**src/rtl/rand_range_prefetch.sv**
```systemverilog
// Purpose : prefetch raw 32-bit random values, reduce each to [0, BOUND) by
//           mask-and-reject, and queue accepted results for a valid/ready consumer.
// Latency : a value accepted in cycle t is presented on OUT_DATA in cycle t+1.
//           There is no combinational path from RAND_IN to OUT_DATA.
// Backpressure: the source is not strobed while the FIFO holds DEPTH entries.
//           OUT_READY never feeds RAND_REQ, so a pop frees a slot one cycle later.
// Ports   : CLK/RESET     clock and synchronous active-high reset
//           ENABLE        permits new requests to the source
//           RAND_IN       current source value
//           RAND_REQ      consume strobe back to the source
//           OUT_DATA      FIFO head value
//           OUT_VALID     FIFO is non-empty
//           OUT_READY     consumer handshake
//           REJECT_CNT    saturating count of rejected raw values
module rand_range_prefetch #(
    parameter longint unsigned BOUND = 100,
    parameter int              DEPTH = 4,
    parameter int              CNT_W = 16
) (
    input  logic             CLK,
    input  logic             RESET,
    input  logic             ENABLE,
    input  logic [31:0]      RAND_IN,
    output logic             RAND_REQ,
    output logic [31:0]      OUT_DATA,
    output logic             OUT_VALID,
    input  logic             OUT_READY,
    output logic [CNT_W-1:0] REJECT_CNT
);

    localparam int PW = $clog2(DEPTH);
    localparam int CW = PW + 1;

    // MASK is the smallest all-ones value covering BOUND-1.
    // BOUND=1 gives a zero mask, so every candidate is 0 and is accepted.
    localparam int          BW      = (BOUND <= 1) ? 0 : $clog2(BOUND);
    localparam logic [31:0] MASK    = 32'((64'd1 << BW) - 64'd1);
    localparam logic [32:0] BOUND_W = 33'(BOUND);
    localparam logic [CW-1:0] FULL  = CW'(DEPTH);

    logic [31:0]      mem_q [DEPTH];
    logic [PW-1:0]    head_q, head_d;
    logic [PW-1:0]    tail_q, tail_d;
    logic [CW-1:0]    count_q, count_d;
    logic [CNT_W-1:0] rej_q, rej_d;

    logic [31:0] cand;
    logic        accept;
    logic        push;
    logic        pop;

    assign cand   = RAND_IN & MASK;
    assign accept = ({1'b0, cand} < BOUND_W);

    // The request depends only on registered occupancy.
    // This keeps the strobe independent of the consumer's ready signal.
    assign RAND_REQ  = ENABLE & ~RESET & (count_q != FULL);
    assign OUT_VALID = (count_q != '0);
    assign OUT_DATA  = OUT_VALID ? mem_q[head_q] : 32'h0;
    assign REJECT_CNT = rej_q;

    assign push = RAND_REQ & accept;
    assign pop  = OUT_VALID & OUT_READY;

    always_comb begin
        head_d  = head_q;
        tail_d  = tail_q;
        count_d = count_q;
        rej_d   = rej_q;
        // DEPTH is a power of two, so the pointers wrap naturally.
        if (push) begin
            tail_d = tail_q + PW'(1);
        end
        if (pop) begin
            head_d = head_q + PW'(1);
        end
        if (push && !pop) begin
            count_d = count_q + CW'(1);
        end else if (pop && !push) begin
            count_d = count_q - CW'(1);
        end
        if (RAND_REQ && !accept && (rej_q != '1)) begin
            rej_d = rej_q + CNT_W'(1);
        end
    end

    always_ff @(posedge CLK) begin
        if (RESET) begin
            head_q  <= '0;
            tail_q  <= '0;
            count_q <= '0;
            rej_q   <= '0;
        end else begin
            head_q  <= head_d;
            tail_q  <= tail_d;
            count_q <= count_d;
            rej_q   <= rej_d;
        end
    end

    // Storage is not reset.
    // Stale entries are unreachable because OUT_VALID is derived from count_q.
    always_ff @(posedge CLK) begin
        if (push) begin
            mem_q[tail_q] <= cand;
        end
    end

endmodule

```
**config.mk**
```make
export PLATFORM = sky130hd
export DESIGN_NAME = rand_range_prefetch
export DESIGN_NICKNAME = d
export VERILOG_FILES = /design/src/rtl/rand_range_prefetch.sv
export SDC_FILE = /design/constraint.sdc
export NUM_CORES = 1
export LEC_CHECK = 0
export CAP_MARGIN = 20
export CELL_PAD_IN_SITES_DETAIL_PLACEMENT = 1
export CELL_PAD_IN_SITES_GLOBAL_PLACEMENT = 1
export CORE_UTILIZATION = 38
export DETAILED_ROUTE_END_ITERATION = 12
export GPL_ROUTABILITY_DRIVEN = 0
export GPL_TIMING_DRIVEN = 0
export PLACE_DENSITY = 0.82
export REMOVE_ABC_BUFFERS = 1
export SLEW_MARGIN = 20
export SYNTH_ARGS = -nofsm -noshare
export SYNTH_HDL_FRONTEND = slang
export SYNTH_SLANG_ARGS = --single-unit
```
**constraint.sdc**
```tcl
create_clock -name CLK -period 3.7 [get_ports CLK]
set_clock_uncertainty 0.15 [all_clocks]
set_input_delay 0.555 -clock CLK [delete_from_list [all_inputs] [get_ports CLK]]
set_output_delay 0.555 -clock CLK [all_outputs]
set_load 0.1 [all_outputs]
```
==> impl_metrics.env <==
export IMPL_dpl_cell_area_sq_um=2930
export IMPL_num_vias=1754
export IMPL_timing_final_crit_share_pct=90.8
export IMPL_tritoncts="done"
export IMPL_finalSetupViolCount=0
export IMPL_clk_latency_ns=0.30
export IMPL_grt_pass1_vias=1726
export IMPL_drcViolationCount=0
export IMPL_synth_top_cells_by_area="edfxtp_1 32%, dfxtp_1 19%, buf_4 7.4%"
export IMPL_fmax_mhz=298
export IMPL_nFillCells=747
export IMPL_dp_cells=329
export IMPL_synthCells=228
export IMPL_synth_common_cells="28 x edfxtp_1, 26 x buf_4, 25 x dfxtp_1, 14 x and2_1, 13 x nor2_1"
export IMPL_grt_max_degree=31
export IMPL_cp_cell_sequence="mux4_2 > and2_1 > clkdlybuf4s50_1"
export IMPL_antenna_cells=0
export IMPL_synthAdderAreaFrac_pct=3.60
export IMPL_synth_most_common_cell="edfxtp_1"
export IMPL_slew_violations=0
export IMPL_area_delta_synth_final_pct=14.6
export IMPL_finalCoreUtilization_pct=44.9
export IMPL_ys_async_sr_fraction_pct=0
export IMPL_row_count=30
export IMPL_critPathCaptureType="primary output"
export IMPL_synth_flop_cell="edfxtp_1"
export IMPL_dieArea_sq_um=7300
export IMPL_core_area_sq_um=6760
export IMPL_yosysSeqAreaShare_pct=50.7
export IMPL_outcome="finished, final reports clean"
export IMPL_synth_top_family_by_area="simple AND/OR/NAND/NOR gates"
export IMPL_fin_tns_setup_ns=0
export IMPL_crit_arrival_ns=2.65
export IMPL_crit_family="buffers and inverters"
export IMPL_wirelength_microns=5060
export IMPL_yosys_cell_types_count=44
export IMPL_muxShareOfSynthArea_pct=8.80
export IMPL_synth_warnings=0
export IMPL_drive_above_1_share_pct=9.34
export IMPL_clock_sinks=53
export IMPL_fin_nets=299
export IMPL_h_tree_depth=2
export IMPL_synth_simple_gate_area_share_pct=19.3
export IMPL_cts_buffers=5
export IMPL_worstMarginPinSlew_ns=0.988
export IMPL_synth_compound_area_share_pct=5.39
export IMPL_drt_iter0_drc=34
export IMPL_critPathSlowestCell="clkdlybuf4s50_1"
export IMPL_grt_util_all_layers_pct=15.1
export IMPL_port_buffers=35
export IMPL_synthXorXnorAreaFrac_pct=1.66
export IMPL_slowest_delay_ns=0.96
export IMPL_p_leak_nw=1.05
export IMPL_syn_area_sq_um=2650
export IMPL_initial_core_util_pct=39.1
export IMPL_min_period_ns=3.36
export IMPL_design_area_sq_um=3030
export IMPL_worstSetupStartpointType="flip-flop"
export IMPL_clockRootBuffer="clkbuf_8"
export IMPL_cp_max_fo=7
export IMPL_rsz0062_at_grt="no"
export IMPL_yosysTopAreaCellShare_pct=31.8
export IMPL_num_io_pins=86
export IMPL_worstPathRequired_ns=2.99
export IMPL_hold_viol_final=0
export IMPL_stdcell_count=337
export IMPL_avgSynthCellArea_sq_um=11.6
export IMPL_synth_edf_count=28
export IMPL_dieWidth_microns=85.4
export IMPL_worst_slew_margin_rel_pct=33.6
export IMPL_dp_hpwl_microns=3580
export IMPL_via_per_inst=5.20
export IMPL_clockBufferDepth=2
export IMPL_fp_dieH_microns=85.4
export IMPL_grt_pass1_wl_microns=8540
export IMPL_path_class="reg2out"
export IMPL_power_density_nw_per_um2=664
export IMPL_critical_path_buf_inv_count=1
export IMPL_max_cap_violations=0
export IMPL_clkTransAtPathRegs_ns=0.09
export IMPL_dr_pass1_iters=4
export IMPL_yosys_area_top_type="edfxtp_1"
export IMPL_grt_overflow_total=0
export IMPL_antenna_found_initial=0
export IMPL_wire_per_inst_microns=15.0
export IMPL_hold_buffers=0
export IMPL_holdCritPathClass="reg2reg"
export IMPL_final_antenna_net_count=0
export IMPL_ys_seq_elements=53
export IMPL_ir_drop_mv=0.182
-- logic make-up (layout without fill, tap and decap cells) --
| group | count (synthesis) | in the layout |
|---|---|---|
| AOI/OAI and AO/OA | 24 | 24 |
| xor gates and xnor gates | 5 | 5 |
| adders and majority gates | 7 | 7 |
| buffers and inverters | 42 | 47 |
| DFF | 53 | 53 |
| muxes | 14 | 14 |
| other | 1 | 25 |
| and+or+nand+nor | 82 | 82 |
-- per-stage QoR --
step	hold slack (ns)	worst slack (ns)	power, mW
final	0.367	0.341	2.01
after global routing	0.411	0.186	2.11
after CTS	0.377	0.0194	2.03
after detailed placement	0.362	-0.288	1.65
after global placement	0.339	-0.209	1.63
after floorplan	0.313	0.864	1.46
-- layer usage --
metal / GRT usage (%) / share of wire [%] / vias to the layer above
li1: - / - / 838
met1: 18.7 / 43 / 859
met2: 26.3 / 50 / 50
met3: 3.21 / 4.7 / 7
met4: 4.85 / 1.6 / 0
met5: 0 / 0 / -
-- worst min-delay path: cells and delay by family (launching register included) --
| family | cells | cell delay, ns |
|---|---|---|
| compound gates | 2 | 0.14 |
| flops | 1 | 0.34 |
-- report_power, final --
part	switching, mW	internal [mW]
Combinational	0.683	0.229
Clock	0.186	0.203
Sequential	0.0524	0.660
Total	0.922	1.09
-- placed cells by master (no fill, tap or decap), types with 5 or more instances in the layout --
cell	instances
nor2_1	13
nor3_1	5
nor2b_1	5
clkdlybuf4s50_1	33
nand2_1	5
ha_1	6
o31ai_1	7
dfxtp_1	25
conb_1	25
nand4_1	7
a21oi_1	12
edfxtp_1	28
and2_1	14
or4_1	7
clkbuf_8	5
mux4_2	7
-- area by class of cell --
cell class | instances | area, sq um | area share (%)
sequential | 53 | 1340 | 44.2
multi-input combinational | 157 | 1120 | 36.9
timing repair buffer | 35 | 344 | 11.3
tap | 80 | 100 | 3.30
clock buffer | 5 | 68.8 | 2.27
clock inverter | 3 | 43.8 | 1.44
inverter | 4 | 15.0 | 0.495
-- state kept, by name, indices dropped and copies added, names as in the netlist, named ones only --
| register | cells |
|---|---|
| mem_q | 28 |
| REJECT_CNT | 16 |
| count_q | 3 |
| head_q | 2 |
| tail_q | 2 |
-- worst paths after layout --
kind / from / to / slack, ns / depth (start not counted)
setup / recovery: flip-flop / OUT_DATA[3] / 0.34 / 3
hold / removal: count_q[2]$_SDFFE_PP0P_ / count_q[2]$_SDFFE_PP0P_ / 0.37 / 2
setup reg to reg: count_q[0]$_SDFFE_PP0P_ / count_q[2]$_SDFFE_PP0P_ / 1.17 / 8
hold reg to reg: count_q[2]$_SDFFE_PP0P_ / count_q[2]$_SDFFE_PP0P_ / 0.37 / 2
-- repair_timing --
action,CTS,global route
endpoints found under the setup margin,1,0
hold endpoints to repair,0,0
gates resized for setup,1,0
buffers inserted,0,0
Power figures use the tool's default switching activity.
